===== config.mk =====
export PLATFORM = sky130hd
export DESIGN_NAME = shift_seq_ctrl_flat
export DESIGN_NICKNAME = d
export VERILOG_FILES = /design/src/rtl/shift_seq_pkg.sv /design/src/rtl/shift_seq_ctrl_if.sv /design/src/rtl/shift_stage_ena.sv /design/src/rtl/shift_seq_ctrl.sv /design/src/flat_wrapper.sv
export SDC_FILE = /design/constraint.sdc
export NUM_CORES = 1
export LEC_CHECK = 0
export CORE_AREA = 4 4 114 116
export DETAILED_ROUTE_END_ITERATION = 8
export DIE_AREA = 0 0 118 120
export PLACE_DENSITY_LB_ADDON = 0.12
export SLEW_MARGIN = 20
export SYNTH_ARGS = -nofsm -noshare
export SYNTH_HDL_FRONTEND = slang
export SYNTH_SLANG_ARGS = --single-unit

===== constraint.sdc =====
create_clock -name clock -period 7.6 [get_ports clock]
set_input_delay 0.76 -clock clock [delete_from_list [all_inputs] [get_ports clock]]
set_output_delay 0.76 -clock clock [all_outputs]
set_load 0.01 [all_outputs]

===== src/rtl/shift_seq_pkg.sv =====
// rtl/shift_seq_pkg.sv - shared state encoding, stage amount table and default sizes for the shift sequencer
package shift_seq_pkg;

    localparam int DEF_WIDTH   = 32;
    localparam int DEF_SHAMT_W = 5;

    typedef enum logic [1:0] {
        IDLE  = 2'd0,
        SHIFT = 2'd1,
        DONE  = 2'd2
    } state_e;

    // Stage k shifts by STAGE_AMT[k]; largest stage first.
    localparam int STAGE_AMT [DEF_SHAMT_W] = '{16, 8, 4, 2, 1};

endpackage


===== src/rtl/shift_seq_ctrl_if.sv =====
// rtl/shift_seq_ctrl_if.sv - request/result bundle between a shift requester and shift_seq_ctrl
interface shift_seq_ctrl_if
    import shift_seq_pkg::*;
#(
    parameter int WIDTH   = DEF_WIDTH,
    parameter int SHAMT_W = DEF_SHAMT_W
);
    logic               start;
    logic [WIDTH-1:0]   data_in;
    logic [SHAMT_W-1:0] shamt;
    logic               ctrl_shiftdirection;
    logic               busy;
    logic               done;
    logic [WIDTH-1:0]   data_out;

    modport master (
        output start, data_in, shamt, ctrl_shiftdirection,
        input  busy, done, data_out
    );

    modport slave (
        input  start, data_in, shamt, ctrl_shiftdirection,
        output busy, done, data_out
    );
endinterface


===== src/rtl/shift_stage_ena.sv =====
// rtl/shift_stage_ena.sv - one fixed-amount shift stage; passes input through when ena is low
module shift_stage_ena #(
    parameter int WIDTH = 32,
    parameter int AMT   = 1
) (
    input  logic [WIDTH-1:0] din,
    input  logic             ena,
    input  logic             dir,
    input  logic             fill,
    output logic [WIDTH-1:0] dout
);
    localparam logic [WIDTH-1:0] HI_MASK = ~({WIDTH{1'b1}} >> AMT);

    always_comb begin
        dout = din;
        if (ena) begin
            if (dir) begin
                dout = (din >> AMT) | (fill ? HI_MASK : '0);
            end else begin
                dout = din << AMT;
            end
        end
    end
endmodule


===== src/rtl/shift_seq_ctrl.sv =====
// rtl/shift_seq_ctrl.sv - multi-cycle 16/8/4/2/1 shift sequencer; SHIFT_SEQ_ARITH_EN selects arithmetic right shift
module shift_seq_ctrl
    import shift_seq_pkg::*;
#(
    parameter int WIDTH   = DEF_WIDTH,
    parameter int SHAMT_W = DEF_SHAMT_W
) (
    input  logic             clock,
    input  logic             reset_n,
    shift_seq_ctrl_if.slave  bus
);
    localparam int CNT_W = $clog2(SHAMT_W);

    state_e             state_q, state_d;
    logic [CNT_W-1:0]   cnt_q, cnt_d;
    logic [WIDTH-1:0]   work_q, work_d;
    logic [SHAMT_W-1:0] shamt_q, shamt_d;
    logic               dir_q, dir_d;
    logic [WIDTH-1:0]   dout_q, dout_d;

    logic               fill;
    logic [WIDTH-1:0]   stage_out [SHAMT_W];
    logic [WIDTH-1:0]   shifted;

`ifdef SHIFT_SEQ_ARITH_EN
    // Right shifts preserve the MSB, so the working reg's MSB stays equal to the latched operand's.
    assign fill = work_q[WIDTH-1];
`else
    assign fill = 1'b0;
`endif

    for (genvar k = 0; k < SHAMT_W; k++) begin : g_stage
        shift_stage_ena #(
            .WIDTH (WIDTH),
            .AMT   (STAGE_AMT[k])
        ) u_stage (
            .din  (work_q),
            .ena  (shamt_q[SHAMT_W-1-k]),
            .dir  (dir_q),
            .fill (fill),
            .dout (stage_out[k])
        );
    end

    always_comb begin
        shifted = work_q;
        for (int k = 0; k < SHAMT_W; k++) begin
            if (cnt_q == CNT_W'(k)) shifted = stage_out[k];
        end
    end

    always_comb begin
        state_d = state_q;
        cnt_d   = cnt_q;
        work_d  = work_q;
        shamt_d = shamt_q;
        dir_d   = dir_q;
        dout_d  = dout_q;
        unique case (state_q)
            IDLE, DONE: begin
                state_d = IDLE;
                if (bus.start) begin
                    state_d = SHIFT;
                    cnt_d   = '0;
                    work_d  = bus.data_in;
                    shamt_d = bus.shamt;
                    dir_d   = bus.ctrl_shiftdirection;
                end
            end
            SHIFT: begin
                work_d = shifted;
                cnt_d  = cnt_q + CNT_W'(1);
                if (cnt_q == CNT_W'(SHAMT_W - 1)) begin
                    state_d = DONE;
                    dout_d  = shifted;
                end
            end
            default: state_d = IDLE;
        endcase
    end

    always_ff @(posedge clock or negedge reset_n) begin
        if (!reset_n) begin
            state_q <= IDLE;
            cnt_q   <= '0;
            work_q  <= '0;
            shamt_q <= '0;
            dir_q   <= 1'b0;
            dout_q  <= '0;
        end else begin
            state_q <= state_d;
            cnt_q   <= cnt_d;
            work_q  <= work_d;
            shamt_q <= shamt_d;
            dir_q   <= dir_d;
            dout_q  <= dout_d;
        end
    end

    assign bus.busy     = (state_q == SHIFT);
    assign bus.done     = (state_q == DONE);
    assign bus.data_out = dout_q;
endmodule


===== src/flat_wrapper.sv =====
// flat-port wrapper written by rule: the top's interface ports become plain ports
module shift_seq_ctrl_flat import shift_seq_pkg::*;
#(
    parameter int WIDTH   = DEF_WIDTH,
    parameter int SHAMT_W = DEF_SHAMT_W
)
  (clock, reset_n, bus_start, bus_data_in, bus_shamt, bus_ctrl_shiftdirection, bus_busy, bus_done, bus_data_out);
  shift_seq_ctrl_if #(.WIDTH(WIDTH), .SHAMT_W(SHAMT_W)) bus_i ();
  input  logic clock;
  input  logic reset_n;
  input wire logic [$bits(bus_i.start)-1:0] bus_start;
  input wire logic [$bits(bus_i.data_in)-1:0] bus_data_in;
  input wire logic [$bits(bus_i.shamt)-1:0] bus_shamt;
  input wire logic [$bits(bus_i.ctrl_shiftdirection)-1:0] bus_ctrl_shiftdirection;
  output wire logic [$bits(bus_i.busy)-1:0] bus_busy;
  output wire logic [$bits(bus_i.done)-1:0] bus_done;
  output wire logic [$bits(bus_i.data_out)-1:0] bus_data_out;
  assign bus_i.start = bus_start;
  assign bus_i.data_in = bus_data_in;
  assign bus_i.shamt = bus_shamt;
  assign bus_i.ctrl_shiftdirection = bus_ctrl_shiftdirection;
  assign bus_busy = bus_i.busy;
  assign bus_done = bus_i.done;
  assign bus_data_out = bus_i.data_out;
  shift_seq_ctrl #(.WIDTH(WIDTH), .SHAMT_W(SHAMT_W)) u_core (.clock(clock), .reset_n(reset_n), .bus(bus_i));
endmodule

Word-level counts from Yosys, hierarchy flattened
Index checks and enable logic that the tools add are counted.
{"block": "totals", "regBits": 75, "inputBits": 41, "out_inout_bits": 34, "wordCells": 44}
{"block": "classes", "addsub": 1, "eq_ne": 8, "mux": 22, "n_reduce_logical": 7}
{"operator": "2-to-1 mux 32 bit", "n": 16}
{"operator": "case mux 32 bit (2 select lines)", "n": 1}
{"operator": "== test 3 x 2 -> 1 bit (second input constant)", "n": 2}
{"operator": "case mux 3 bit (2 select lines)", "n": 1}
{"operator": "AND reduction 2 bit", "n": 3}
{"operator": "case mux 2 bit (2 select lines)", "n": 1}
{"operator": "adder 3 x 1 -> 3 bit (second input constant)", "n": 1}
{"operator": "== test 3 x 1 -> 1 bit (second input constant)", "n": 1}
{"operator": "== test 3 bit (second input constant)", "n": 1}
{"operator": "logical NOT 3 bit", "n": 1}
{"operator": "2-to-1 mux 3 bit", "n": 1}
{"operator": "== test 2 x 1 -> 1 bit (second input constant)", "n": 1}
{"operator": "== test 2 bit (second input constant)", "n": 1}
{"operator": "logical NOT 2 bit", "n": 1}
{"operator": "2-to-1 mux 2 bit", "n": 1}
{"operator": "inequality test 2 x 1 -> 1 bit (second input constant)", "n": 1}
{"operator": "inequality test 2 bit (second input constant)", "n": 1}
{"operator": "nonzero test 2 bit", "n": 1}
{"operator": "OR reduction 2 bit", "n": 1}
{"operator": "2-to-1 mux 1 bit", "n": 1}

Depth between registers and ports, before layout
{"block": "depth", "ltp_word": 8, "depth_mapped": 11}

Modules after synthesis
A second synthesis with hierarchy kept.
{"block": "unflattened", "hier_cells": 1030, "hier_area_um2": 8022.7}
{"mod": "shift_seq_ctrl", "instances": 1, "cells_each": 538, "area_per_inst_um2": 4817.1}
{"mod": "shift_stage_ena at u_core.g_stage[4].u_stage", "instances": 1, "cells_each": 107, "area_per_inst_um2": 701.9}
{"mod": "shift_stage_ena at u_core.g_stage[3].u_stage", "instances": 1, "cells_each": 107, "area_per_inst_um2": 696.9}
{"mod": "shift_stage_ena at u_core.g_stage[2].u_stage", "instances": 1, "cells_each": 107, "area_per_inst_um2": 686.9}
{"mod": "shift_stage_ena at u_core.g_stage[1].u_stage", "instances": 1, "cells_each": 92, "area_per_inst_um2": 630.6}
{"mod": "shift_stage_ena at u_core.g_stage[0].u_stage", "instances": 1, "cells_each": 79, "area_per_inst_um2": 489.2}

Worst setup path before layout
OpenSTA, ideal clock, no wires.
{"block": "synth_path", "path_type": "reg2reg", "startpoint": "reg u_core.cnt_q[2]", "endpoint": "reg u_core.work_q[5]", "arrival_time_ns": 2.384, "required_ns": 7.533, "slack_ns": 5.149, "path_stages_with_launch": 11, "path_buffers": 3, "period_less_slack_ns": 2.451, "cell_sequence": "dfrtp_1 -> buf_2 -> buf_1 -> inv_1 -> ha_1 -> or3b_2 -> buf_2 -> a311oi_1 -> a2111oi_0 -> a221oi_1 -> a221o_1"}
{"block": "synth_between", "elab_chain_cells": 7}
{"element": "from (decl)", "line": "shift_seq_ctrl.sv:15", "text": "logic [CNT_W-1:0] cnt_q, cnt_d;"}
{"element": "from (signal assigned)", "line": "shift_seq_ctrl.sv:92", "text": "cnt_q <= cnt_d;"}
{"element": "logical NOT 3 bit", "line": "shift_seq_ctrl.sv:48", "text": "if (cnt_q == CNT_W'(k)) shifted = stage_out[k];"}
{"element": "2-to-1 mux 32 bit (4 in a row)", "line": "shift_seq_ctrl.sv:48"}
{"element": "2-to-1 mux 32 bit *", "line": "shift_seq_ctrl.sv:48"}
{"element": "case mux 32 bit (2 select lines) *", "line": "shift_seq_ctrl.sv:59", "text": "unique case (state_q)"}
{"element": "to (signal assigned)", "line": "shift_seq_ctrl.sv:93", "text": "work_q <= work_d;"}
{"element": "to (decl)", "line": "shift_seq_ctrl.sv:16", "text": "logic [WIDTH-1:0] work_q, work_d;"}
Mark *: on every way between the ends. The rest lies on a longest branch, timed or not.
A chain may end at the register's enable or synchronous reset.

Worst setup path after layout
{"block": "layout_path", "startpoint": "reg u_core.state_q[0]", "endpoint": "out bus_busy"}
{"block": "layout_between", "elab_chain_cells": 1}
{"element": "from (decl)", "line": "shift_seq_ctrl.sv:14", "text": "state_e state_q, state_d;"}
{"element": "from (signal assigned)", "line": "shift_seq_ctrl.sv:91", "text": "state_q <= state_d;"}
{"element": "== test 2 x 1 -> 1 bit", "line": "shift_seq_ctrl.sv:100", "text": "assign bus.busy = (state_q == SHIFT);"}
{"element": "to (decl)", "line": "flat_wrapper.sv:15", "text": "output wire logic [$bits(bus_i.busy)-1:0] bus_busy;"}
No other way between the ends.

==> impl_metrics.ini <==
[outcome]
status = complete, no violations

[sta]
finalCritPeriodShare = 0.4370
worst_slack_ns = 4.278
holdWs_ns = 0.4734
finalHoldViolCount = 0
maxSlewViolCount = 0
min_period_ns = 3.322
max_slew_margin = 0.2431
rsz0062_at_grt = false
tns_ns = 0
finalSetupViolations = 0
fin_skew_ns = 0.005686
fmax_mhz = 301.1
worst_pin_slew_ns = 1.132

[floorplan]
io_pins = 75
die-area_um2 = 14160
start_util = 0.4986
die_x_um = 118
dieHeight_um = 120
num_rows = 40
coreArea_um2 = 11910

[clock_tree]
postCtsSetupBuffers = 0
clk_pin_slew_worst_paths_ns = 0.06
clkLatencyLatePin_ns = 0.35
cts_buffer_depth = 2
cts_max_level = 3
numCtsBuffers = 9
clock-root-buffer = clkbuf_16
cts_hold_buffers = 0
cts_tree = done
cts.sinks = 75
cts_resized = 0

[synthesis]
synth_nets = 794
synth_edf_count = 0
synth-main-ff-cell = dfrtp_1
synth_compound_area_frac = 0.3670
async_flop_share = 1.000
yosysWarnings = 0
synthAdderAreaFrac = 0.01053
synth_xor_area_frac = 0
yosysSeqAreaShare = 0.3160
ys_seq_elements = 75
synth_top_family_by_area = compound AO/OA/AOI/OAI gates
muxShareOfSynthArea = 0.05772
netlist_area_um2 = 5939
synth.avg_cell_area_um2 = 7.940
ys_types = 52
synth_simple_gate_area_frac = 0.1812
netlist_instances = 748

[detailed_routing]
viasPerCell = 6.967
vias = 6361
postRouteAntennaNets = 0
drtPass1Iterations = 6
drcViolationCount = 0
drt-total-wl_mm = 22.00
drt_iter0_markers = 937
wire_per_inst_um = 24.10

[critical_path]
startpoint_type = register
rr_worst_depth = 5
required_ns = 6.84
critical_path_class = reg2out
r2r-end = u_core.work_q[19]
end_kind = primary output
arrival_ns = 2.56
worst-r2r-setup-slack_ns = 4.31
worstPathMaxFanout = 20
reg2reg_from = u_core.cnt_q[2]

[grt]
grt_pass1_vias = 5876
antenna_found_initial = 0
grt_max_degree = 76
grt_pass1_wl_mm = 35.01
gr-usage-all-layers = 0.3140
overflow = 0

[finish]
final_common_cell = nand2_1
layout_common_cells = 89 x nand2_1, 74 x dfrtp_1, 73 x clkdlybuf4s50_1, 66 x o21ai_0, 54 x a21oi_1
antenna-diode-count = 0
layout-drive-gt1-share = 0.06397
utilization = 0.5773
areaGrowthSynthToFinish_pct = 15.78
nets = 807

[place]
pre_cts_ws_ns = 4.212
hpwl_mm = 15.33
gp_congestion = 1.009
port_buffers = 74

[power]
p_per_area_nw_per_um2 = 523.6
leakage_uw = 0.002739
peakVddDrop_mv = 0.2865

[hold_path]
worstHoldStart = u_core.bus.data_out[26]
hold_end = u_core.bus.data_out[26]
hold_path.class = reg2reg
holdPathStages = 2

[flow_run]
cap_violations = 0
## worst max path at each step
stage / from / endpoint / slack (ns)
floorplan: u_core.cnt_q[2] / u_core.work_q[5] / 5.15
detailed placement: bus_start / u_core.work_q[25] / 4.21
global route: u_core.cnt_q[2] / u_core.work_q[19] / 4.11
global placement: bus_start / u_core.work_q[5] / 4.28
CTS: u_core.state_q[0] / bus_busy / 4.29
finish: u_core.state_q[0] / bus_busy / 4.28
## area by class of cell
type | instances | area (um2)
clock buffer | 11 | 242.7
clock inverter | 5 | 52.55
fill | 1113 | 5035
inverter | 12 | 45.04
multi-input combinational | 580 | 3669
sequential | 75 | 1878
tap | 147 | 183.9
timing repair buffer | 83 | 805.8
## flip-flops by register name, summed over array words and instances (netlist names)
| signal | cells |
|---|---|
| u_core.bus.data_out | 32 |
| u_core.work_q | 32 |
| u_core.shamt_q | 5 |
| u_core.cnt_q | 3 |
| u_core.state_q | 2 |
| u_core.dir_q | 1 |
## synthesized netlist by cell type (3+ instances only)
cell       count  area, um2
a211oi_1       6      45.04
o2111ai_1      3      26.28
a2111oi_0      8      70.07
o31ai_1        5      37.54
nor2_1        51      191.4
nand2b_1      36      225.2
nand2_1       90      337.8
a221o_1       10      100.1
or3_1         17      106.4
a22oi_1        4      30.03
o221ai_1       6      52.55
buf_1          6      22.52
a21oi_1       54      270.3
a21o_1        22      165.2
inv_1         11      41.29
a221oi_1      20      175.2
and2_1         4      25.02
clkbuf_1      51      191.4
nand3_1       11      55.05
ha_1           5      62.56
a32oi_1       16      140.1
buf_2         19      95.09
a31oi_1       33      206.5
o21ai_0       66      330.3
a311oi_1      23      201.4
dfrtp_1       75       1877
nor2b_1        9      56.30
mux2_2        10      112.6
o211ai_1      21      157.7
mux2i_1       23      230.2
o211ai_2       7      87.58
## power by group
group | switching, uW | internal [uW]
clock | 171 | 261
sequential | 351 | 605
combinational | 1330 | 881
total | 1850 | 1750
## critical path, cell delays in order (launching register included)
cell,delay [ns]
dfrtp_1,0.75
nand2b_1,0.54
inv_2,0.34
clkdlybuf4s50_1,0.58
## through the flow
step | instance area [um2] | power [uW] | instances
CTS | 6874 | 3542 | 913
detailed placement | 6579 | 3096 | 897
finish | 6877 | 3600 | 913
global placement | 6579 | 3050 | 897
floorplan | 5939 | 2375 | 748
global route | 6877 | 3846 | 913
## layer usage
layer	track usage	vias to the layer above	routed length, um
met2	0.4531	436	9503
met3	0.06268	43	2281
li1	-	2848	-
met4	0.1341	0	693
met5	0	-	0
met1	0.4558	3034	9524
## kinds of logic (layout without fill, tap and decap cells)
family,count (synthesis),count (layout)
muxes,33,33
and+or+nand+nor,228,228
AOI/OAI and AO/OA,314,314
adders and majority gates,5,5
buffers and inverters,93,111
DFF,75,75
(Power assumes the default switching activity.)
